$ cat config.mk
export PLATFORM = sky130hd
export DESIGN_NAME = icache_dm
export DESIGN_NICKNAME = d
export VERILOG_FILES = /design/src/rtl/icache_pkg.sv /design/src/rtl/icache_tag_array.sv /design/src/rtl/icache_dm.sv
export SDC_FILE = /design/constraint.sdc
export NUM_CORES = 2
export LEC_CHECK = 0
export BUFFER_PORTS_ARGS = -buffer_cell sky130_fd_sc_hd__buf_2
export CAP_MARGIN = 25
export CORE_AREA = 8 8 630 632
export DETAILED_ROUTE_END_ITERATION = 10
export DIE_AREA = 0 0 638 640
export PLACE_DENSITY = 0.46
export SLEW_MARGIN = 20
export SYNTH_ARGS = -nofsm -noshare
export SYNTH_HDL_FRONTEND = slang
export SYNTH_SLANG_ARGS = --single-unit
$ cat constraint.sdc
create_clock -name i_clk -period 9.5 [get_ports i_clk]
set_input_delay 1.9 -clock i_clk [delete_from_list [all_inputs] [get_ports i_clk]]
set_output_delay 1.9 -clock i_clk [all_outputs]
set_load 0.005 [all_outputs]
$ cat src/rtl/icache_pkg.sv
// Shared FSM encodings and address-field width helpers for the direct-mapped instruction cache.
package icache_pkg;

    localparam logic [2:0] ST_IDLE        = 3'd0;
    localparam logic [2:0] ST_LOOKUP      = 3'd1;
    localparam logic [2:0] ST_REFILL_REQ  = 3'd2;
    localparam logic [2:0] ST_REFILL_WAIT = 3'd3;
    localparam logic [2:0] ST_RESPOND     = 3'd4;

    function automatic int off_w(input int wpl);
        return $clog2(wpl);
    endfunction

    function automatic int idx_w(input int lines);
        return $clog2(lines);
    endfunction

    // The two low address bits select a byte within a word and are never stored.
    function automatic int tag_w(input int addr_w, input int lines, input int wpl);
        return addr_w - $clog2(lines) - $clog2(wpl) - 2;
    endfunction

endpackage

$ cat src/rtl/icache_tag_array.sv
// Per-line tag and valid storage: valid bits reset/clear-all, one write/invalidate port, combinational hit compare.
module icache_tag_array
    import icache_pkg::*;
#(
    parameter int LINES = 16,
    parameter int TAG_W = 26
) (
    input  logic                    i_clk,
    input  logic                    i_rst,
    input  logic                    i_clr_all,
    input  logic                    i_inv,
    input  logic                    i_wr,
    input  logic [idx_w(LINES)-1:0] i_wr_idx,
    input  logic [TAG_W-1:0]        i_wr_tag,
    input  logic [idx_w(LINES)-1:0] i_rd_idx,
    input  logic [TAG_W-1:0]        i_rd_tag,
    output logic                    o_hit
);

    logic [LINES-1:0] r_valid;
    logic [TAG_W-1:0] r_tags [LINES];

    // Clear-all wins so a flush can never be undone by a coincident fill.
    always_ff @(posedge i_clk or posedge i_rst) begin
        if (i_rst) begin
            r_valid <= '0;
        end else if (i_clr_all) begin
            r_valid <= '0;
        end else if (i_wr) begin
            r_valid[i_wr_idx] <= 1'b1;
        end else if (i_inv) begin
            r_valid[i_wr_idx] <= 1'b0;
        end
    end

    always_ff @(posedge i_clk) begin
        if (i_wr) begin
            r_tags[i_wr_idx] <= i_wr_tag;
        end
    end

    assign o_hit = r_valid[i_rd_idx] && (r_tags[i_rd_idx] == i_rd_tag);

endmodule

$ cat src/rtl/icache_dm.sv
// Direct-mapped instruction cache: hits answer one cycle after accept, misses refill the line word by word.
// One memory read outstanding at a time; no fetch-side backpressure on responses.
module icache_dm
    import icache_pkg::*;
#(
    parameter int ADDR_W = 32,
    parameter int DATA_W = 32,
    parameter int LINES  = 16,
    parameter int WPL    = 4
) (
    input  logic              i_clk,
    input  logic              i_rst,
    input  logic              i_req_valid,
    input  logic [ADDR_W-1:0] i_req_addr,
    output logic              o_req_ready,
    output logic              o_resp_valid,
    output logic [DATA_W-1:0] o_resp_instr,
    input  logic              i_flush,
    output logic              o_mem_req_valid,
    output logic [ADDR_W-1:0] o_mem_req_addr,
    input  logic              i_mem_req_ready,
    input  logic              i_mem_resp_valid,
    input  logic [DATA_W-1:0] i_mem_resp_data
);

    localparam int OFF_W = off_w(WPL);
    localparam int IDX_W = idx_w(LINES);
    localparam int TAG_W = tag_w(ADDR_W, LINES, WPL);

    logic [2:0]        r_state;
    logic [TAG_W-1:0]  r_tag;
    logic [IDX_W-1:0]  r_idx;
    logic [OFF_W-1:0]  r_off;
    logic [OFF_W-1:0]  r_cnt;
    logic              r_flush_pend;
    logic [DATA_W-1:0] r_data [LINES*WPL];

    logic              w_hit;
    logic              w_accept;
    logic              w_mem_wr;
    logic              w_last;
    logic              w_to_idle;
    logic              w_clr_all;
    logic              w_inv;
    logic              w_tag_wr;
    logic [DATA_W-1:0] w_rd_word;
    logic              w_unused;

    assign w_unused = ^i_req_addr[1:0];

    assign o_req_ready = (r_state == ST_IDLE) && !i_rst;
    assign w_accept    = i_req_valid && o_req_ready;
    assign w_mem_wr    = (r_state == ST_REFILL_WAIT) && i_mem_resp_valid;
    assign w_last      = (r_cnt == OFF_W'(WPL - 1));
    assign w_tag_wr    = w_mem_wr && w_last;
    assign w_inv       = (r_state == ST_LOOKUP) && !w_hit;
    assign w_to_idle   = ((r_state == ST_LOOKUP) && w_hit) || (r_state == ST_RESPOND);

    // A flush seen while busy is deferred so the in-flight fetch still returns good data,
    // then it wipes every line, including the one just filled.
    assign w_clr_all = ((r_state == ST_IDLE) && i_flush)
                     || (w_to_idle && (r_flush_pend || i_flush));

    icache_tag_array #(
        .LINES (LINES),
        .TAG_W (TAG_W)
    ) u_tags (
        .i_clk     (i_clk),
        .i_rst     (i_rst),
        .i_clr_all (w_clr_all),
        .i_inv     (w_inv),
        .i_wr      (w_tag_wr),
        .i_wr_idx  (r_idx),
        .i_wr_tag  (r_tag),
        .i_rd_idx  (r_idx),
        .i_rd_tag  (r_tag),
        .o_hit     (w_hit)
    );

    always_ff @(posedge i_clk or posedge i_rst) begin
        if (i_rst) begin
            r_state      <= ST_IDLE;
            r_tag        <= '0;
            r_idx        <= '0;
            r_off        <= '0;
            r_cnt        <= '0;
            r_flush_pend <= 1'b0;
        end else begin
            case (r_state)
                ST_IDLE: begin
                    if (w_accept) begin
                        r_off   <= i_req_addr[OFF_W+1:2];
                        r_idx   <= i_req_addr[IDX_W+OFF_W+1:OFF_W+2];
                        r_tag   <= i_req_addr[ADDR_W-1:IDX_W+OFF_W+2];
                        r_state <= ST_LOOKUP;
                    end
                end
                ST_LOOKUP: begin
                    if (w_hit) begin
                        r_state <= ST_IDLE;
                    end else begin
                        r_cnt   <= '0;
                        r_state <= ST_REFILL_REQ;
                    end
                end
                ST_REFILL_REQ: begin
                    if (i_mem_req_ready) begin
                        r_state <= ST_REFILL_WAIT;
                    end
                end
                ST_REFILL_WAIT: begin
                    if (i_mem_resp_valid) begin
                        if (w_last) begin
                            r_state <= ST_RESPOND;
                        end else begin
                            r_cnt   <= r_cnt + 1'b1;
                            r_state <= ST_REFILL_REQ;
                        end
                    end
                end
                ST_RESPOND: begin
                    r_state <= ST_IDLE;
                end
                default: begin
                    r_state <= ST_IDLE;
                end
            endcase

            if (w_to_idle) begin
                r_flush_pend <= 1'b0;
            end else if (i_flush && (r_state != ST_IDLE)) begin
                r_flush_pend <= 1'b1;
            end
        end
    end

    always_ff @(posedge i_clk) begin
        if (w_mem_wr) begin
            r_data[{r_idx, r_cnt}] <= i_mem_resp_data;
        end
    end

    // Asynchronous read: a word written at the previous edge is visible to LOOKUP/RESPOND.
    assign w_rd_word = r_data[{r_idx, r_off}];

    assign o_resp_valid    = ((r_state == ST_LOOKUP) && w_hit) || (r_state == ST_RESPOND);
    assign o_resp_instr    = o_resp_valid ? w_rd_word : '0;
    assign o_mem_req_valid = (r_state == ST_REFILL_REQ);
    assign o_mem_req_addr  = o_mem_req_valid ? {r_tag, r_idx, r_cnt, 2'b00} : '0;

endmodule

* After elaboration in Yosys (flattened, before gate mapping)
Memories as Yosys holds them, arrays and structs flattened.
Index checks and enable logic that the tools add are counted.
** Cells by class
- Add/subtract/negate cells :: 1
- $lt $le $gt $ge :: 2
- Equal/unequal tests :: 11
- Muxes and demuxes :: 25
- Bitwise logic cells :: 3
- Reduce and logical (&&, ||, !) cells :: 24
** Operators by type and width (number)
- $mux W32 :: 2
- $mux W16 :: 3
- $eq A24 B24 Y1 :: 1
- $and A16 B16 Y16 :: 1
- $not A16 Y16 :: 1
- $or A16 B16 Y16 :: 1
- $mux W3 :: 4
- $pmux W3 S4 :: 1
- $logic_and A1 B1 Y1 :: 11
- $mux W1 :: 8
- $mux W2 :: 4
- $ne A2 B2 Y1 const B :: 4
- $eq A3 B2 Y1 const B :: 2
- $reduce_bool A3 Y1 :: 2
- $lt A4 B5 Y1 const B :: 1
- $bmux W1 S4 :: 1
- $demux W1 S4 :: 1
- $ge A4 B1 Y1 const B :: 1
- $pmux W2 S2 :: 1
- $reduce_and A4 Y1 :: 1
- $reduce_bool A2 Y1 :: 2
- $eq A3 B1 Y1 const B :: 1
- $eq A3 B3 Y1 const B :: 1
- $logic_not A3 Y1 :: 1
- 7 further kinds :: 10
** Word-level totals
- Bits in registers :: 52
- Bits in writable memories :: 2432
- Input bits :: 70
- Output and inout port bits :: 67
- Word-level logic and storage cells :: 75
- Memories :: 2
** Memory list
- r_data :: depth 64, bits a word 32, read ports 1, clocked after Yosys merged registers in 0, write ports 1, RTL line icache_dm.sv:36 : logic [DATA_W-1:0] r_data [LINES*WPL];
- u_tags.r_tags :: depth 16, bits a word 24, read ports 1, clocked after Yosys merged registers in 0, write ports 1, RTL line icache_tag_array.sv:21 : logic [TAG_W-1:0] r_tags [LINES];

* Longest topological paths before layout
- Depth in word-level cells :: 9
- Mapped depth :: 15
- Depth with buffers taken out :: 9

* Modules after synthesis
From an unflattened synthesis, not the netlist that was laid out.
** Unflattened totals
- Cells, all modules :: 4367
- Area total of the unflattened synthesis :: 96346.2 um^2
** By module, submodules not included
- icache_dm :: instances 1, cells an instance 3578, area an instance 80243.2 um^2, sequential area each 62399.8 um^2
- icache_tag_array :: instances 1, cells an instance 789, area an instance 16102.9 um^2, sequential area each 11931.4 um^2

* Worst setup path after synthesis
OpenSTA, ideal clock, no wires.
- Kind :: flip-flop to output port
- From :: register r_idx[0]
- To :: output o_resp_instr[0]
- Data arrival time :: 3.298 ns
- Data required time :: 7.600 ns
- Slack :: 4.302 ns
- Stages on the path, launching flop included :: 12
- Buffers on the path :: 3
- Cells stage by stage :: dfrtp_1 > buf_6 > buf_8 > mux4_2 > a2111oi_0 > nor2_1 > o32ai_1 > or3b_2 > nor4_4 > a31oi_4 > buf_6 > nor4_2
** Between the ends
- Cells in the longest elaborated chain, start to end :: 6
- Elaborated cells between the ends (all ways) :: 9
- Classes of those cells :: eq/ne: 1; mux: 3; reduce/logical: 3; memory: 2
** RTL lines
- start: declaration :: RTL line icache_dm.sv:32 : logic [IDX_W-1:0] r_idx;
- start signal: assignment :: RTL line icache_dm.sv:93 : r_idx <= i_req_addr[IDX_W+OFF_W+1:OFF_W+2];
- $mem_v2 Z16 W24 or $bmux W1 S4 (tied branches)
- $eq A24 B24 Y1 or $mux W1 (tied branches) :: RTL line icache_tag_array.sv:42 : assign o_hit = r_valid[i_rd_idx] && (r_tags[i_rd_idx] == i_rd_tag);
- $logic_and A1 B1 Y1 :: RTL line icache_tag_array.sv:42
- $logic_and A1 B1 Y1 :: RTL line icache_dm.sv:146 : assign o_resp_valid = ((r_state == ST_LOOKUP) && w_hit) || (r_state == ST_RESPOND);
- $logic_or A1 B1 Y1 :: RTL line icache_dm.sv:146
- $mux W32 (*) :: RTL line icache_dm.sv:147 : assign o_resp_instr = o_resp_valid ? w_rd_word : '0;
- end: declaration :: RTL line icache_dm.sv:17 : output logic [DATA_W-1:0] o_resp_instr,
Every way passes the cells marked *; elsewhere a longest branch is shown, timed or not. The select of a mux whose other input is x is not followed.

* Final worst setup path
- From :: register r_idx[1]
- To :: output o_resp_instr[29]
The elaborated chain is that of the path after synthesis.

==> flow_summary_export.csv <==
group,metric,value,unit
pwr,vdd_drop_max,0.2576,mV
yosys,yosys_warnings,0,
setup_path,r2r_slack,4280,ps
detailed_routing,drt-total-wl,289.0,mm
sta,slew_viol_final,0,
status,status,"completed",
hold_path,hold_class,"reg -> reg",
global_route,grt_usage,13.71,%
clocking,insertion_delay,850,ps
yosys,synth_ff_type,"edfxtp_1",
detailed_routing,viasPerCell,4.683,
detailed_routing,first_pass_iters,6,
sta,rsz0062_at_grt,"no",
setup_path,worstSetupEndpointType,"primary output",
yosys,synth_area_per_cell,22.97,um^2
clocking,post_cts_buffers,0,
clocking,htreeDepth,5,
sta,max_clock_freq,0.1201,GHz
finish,fillCellCount,37670,
global_route,gr-total-overflow,0,
yosys,synth_edf_count,2432,
clocking,cts_tree,"built",
placed_design,portBuffers,132,
sta,setup_violations,0,
yosys,ys_seq_area_share,77.34,%
yosys,synth_area,96110,um^2
setup_path,critPathArrivalTime,6430,ps
pwr,leakagePower,34.17,nW
setup_path,required,7600,ps
setup_path,crit_type,"reg -> out",
die,start_util,24.83,%
sta,fin_skew,63.38,ps
sta,worst_pin_slew,1104,ps
finish,multi_input_comb_area,21290,um^2
die,ios,137,
finish,fin_nets,4601,
global_route,antenna_found_initial,22,
detailed_routing,drtIter0Drc,4737,
global_route,grt_pass1_vias,48300,
detailed_routing,post_drt_wl_per_cell,29.11,um
clocking,cts.repair.resized,0,
placed_design,dpl_cell_area,104500,um^2
sta,finalCritPeriodShare,87.65,%
finish,seqCellArea,74360,um^2
clocking,cts_num_sinks,2484,
setup_path,reg2reg_from,"r_idx[0]",
detailed_routing,drc_errors,0,
global_route,grt_max_degree,123,
yosys,ys_seq_elements,2484,
clocking,numCtsBuffers,269,
detailed_routing,antenna_left,0,
clocking,clock_path_buffers,4,
setup_path,startpoint,"r_idx[1]",
die,num_rows,229,
die,die_x,638,um
yosys,syn_inst,4184,
die,fp.dieArea,408300,um^2
placed_design,place_hpwl,160.3,mm
hold_path,holdCritStartpoint,"r_flush_pend",
yosys,synth_cell_types,70,
global_route,grt_pass1_wl,397.1,mm
sta,hold_violations,0,
sta,slew_headroom,25.85,%
detailed_routing,num_vias,46490,
finish,drive_gt1_share,32.45,%
die,core_area,387100,um^2
clocking,cts-root-buf,"clkbuf_16",
finish,stdcell_area,112900,um^2
yosys,synthArstFlopShare,2.093,%
flow_run,maxCapViolCount,0,
clocking,path_clk_slew,60,ps
pwr,powerDensity,281.0,nW/um^2
setup_path,crit_fanout,40,
finish,syn_to_final_growth,17.44,%
sta,setup_tns,0,ps
sta,period_minus_slack,8326,ps
clocking,cts_hold_buf,0,
placed_design,place_congestion,0.7522,
setup_path,start_kind,"flip-flop",
die,die_y,640,um
==> worst max-delay path, cell delays in order (launching register included) <==
cell       delay (ps)
dfrtp_4           910
buf_4             400
buf_4             440
mux4_2            570
mux2i_1           190
xnor2_1           170
nor4_1            340
a21oi_1            70
a2111o_1          420
nor4_4            610
a31oi_4           210
buf_4             390
a2111oi_2         580
buf_2             210
==> power by group <==
part	leakage (nW)	total (mW)	internal (mW)	switching, mW
clock	3.97	9.89	5.58	4.31
combinational	7.66	8.82	3.85	4.97
sequential	22.5	13.0	12.5	0.486
total	34.2	31.7	21.9	9.77
==> cell usage after synthesis (6+ instances only) <==
library cell	count	area, um^2
edfxtp_1	2432	73030
mux4_2	680	15310
clkbuf_1	130	488.0
nor2_1	115	431.7
nand2_1	87	326.6
mux2_2	81	912.1
mux2i_1	77	770.7
dfrtp_1	52	1301
o22ai_1	49	306.5
buf_2	45	225.2
buf_1	42	157.7
o21ai_0	34	170.2
and2_1	33	206.5
xnor2_1	30	262.8
nor3_1	26	130.1
a21oi_1	23	115.1
nand3_1	20	100.1
o221ai_1	20	175.2
inv_1	18	67.56
a221oi_1	13	113.9
nor3b_1	13	97.59
buf_4	11	82.58
a22o_1	10	87.58
o21a_1	10	75.07
o31a_1	9	78.83
a31oi_1	8	50.05
o211ai_1	8	60.06
or2_2	7	43.79
buf_6	6	67.56
nand2b_1	6	37.54
nor2b_1	6	37.54
nor4_1	6	37.54
or3_1	6	37.54
==> sequential cells by signal, indices dropped and copies added (netlist names) <==
register        flops
r_flush_pend        1
r_data           2048
r_cnt               2
r_idx               4
r_off               2
r_state             3
u_tags.r_valid     16
u_tags.r_tags     384
r_tag              24
==> path summary, 6_finish.rpt <==
| check | end | cells past startpoint |
|---|---|---|
| worst min-delay path | r_flush_pend | 1 |
| worst min register to register | r_flush_pend | 1 |
| worst max register to register | r_data[61][24] | 7 |
| worst max-delay path | o_resp_instr[29] | 13 |
| max in group asynchronous | r_state[1] | 3 |
| min in group asynchronous | r_tag[6] | 2 |
==> logic make-up after synthesis <==
kind of cell	Yosys count	share of synthesized area, %
AOI/OAI and AO/OA	229	1.735
buffers and inverters	253	1.148
other	1	0.003902
DFF	2484	77.34
adders and majority gates	1	0.01302
xor gates and xnor gates	35	0.3189
and+or+nand+nor	342	1.728
muxes	839	17.71
==> layout make-up <==
cell class | count | share of cell area, %
Antenna cell | 3 | 0.006651
Clock buffer | 327 | 6.260
Clock inverter | 141 | 0.9101
Inverter | 18 | 0.06207
Multi-Input combinational cell | 1448 | 18.86
Sequential cell | 2484 | 65.88
Tap cell | 5197 | 5.761
Timing Repair Buffer | 309 | 2.261
==> layout by cell type (no fill, tap or decap), types with 9 or more instances in the layout <==
cell / Yosys / final
a21oi_1: 23 / 23
a221oi_1: 13 / 13
a22o_1: 10 / 10
and2_1: 33 / 33
buf_12: 0 / 35
buf_2: 45 / 117
buf_4: 11 / 149
bufinv_16: 0 / 10
clkbuf_1: 130 / 52
clkbuf_16: 0 / 274
clkinv_1: 0 / 69
clkinv_2: 0 / 40
dfrtp_1: 52 / 45
edfxtp_1: 2432 / 2432
inv_1: 18 / 15
mux2_2: 81 / 81
mux2i_1: 77 / 77
mux4_2: 680 / 680
nand2_1: 87 / 86
nand3_1: 20 / 19
nor2_1: 115 / 34
nor2_4: 0 / 80
nor3_1: 26 / 26
nor3b_1: 13 / 13
o21a_1: 10 / 10
o21ai_0: 34 / 34
o221ai_1: 20 / 20
o22ai_1: 49 / 49
o31a_1: 9 / 9
xnor2_1: 30 / 30
==> layer usage <==
metal | wire length, um | vias to the layer above | track usage [%]
met1 | 127200 | 26070 | 18.99
met2 | 139600 | 1426 | 22.76
met5 | 0 | - | 0
li1 | - | 18570 | -
met4 | 7133 | 0 | 3.276
met3 | 15060 | 426 | 2.015
==> per-stage QoR <==
step	cells	worst slack, ps	utilization, %	power, mW	hold slack (ps)
finish	9927	1174	29.16	31.71	538.8
floorplan	4185	4302	-	18.70	456.9
global placement	9425	1897	26.91	22.20	491.7
global route	9924	833.4	29.16	32.91	546.2
detailed placement	9441	1865	26.98	22.24	516.6
CTS	9909	979.3	29.08	32.17	531.7
Power figures use the tool's default switching activity.
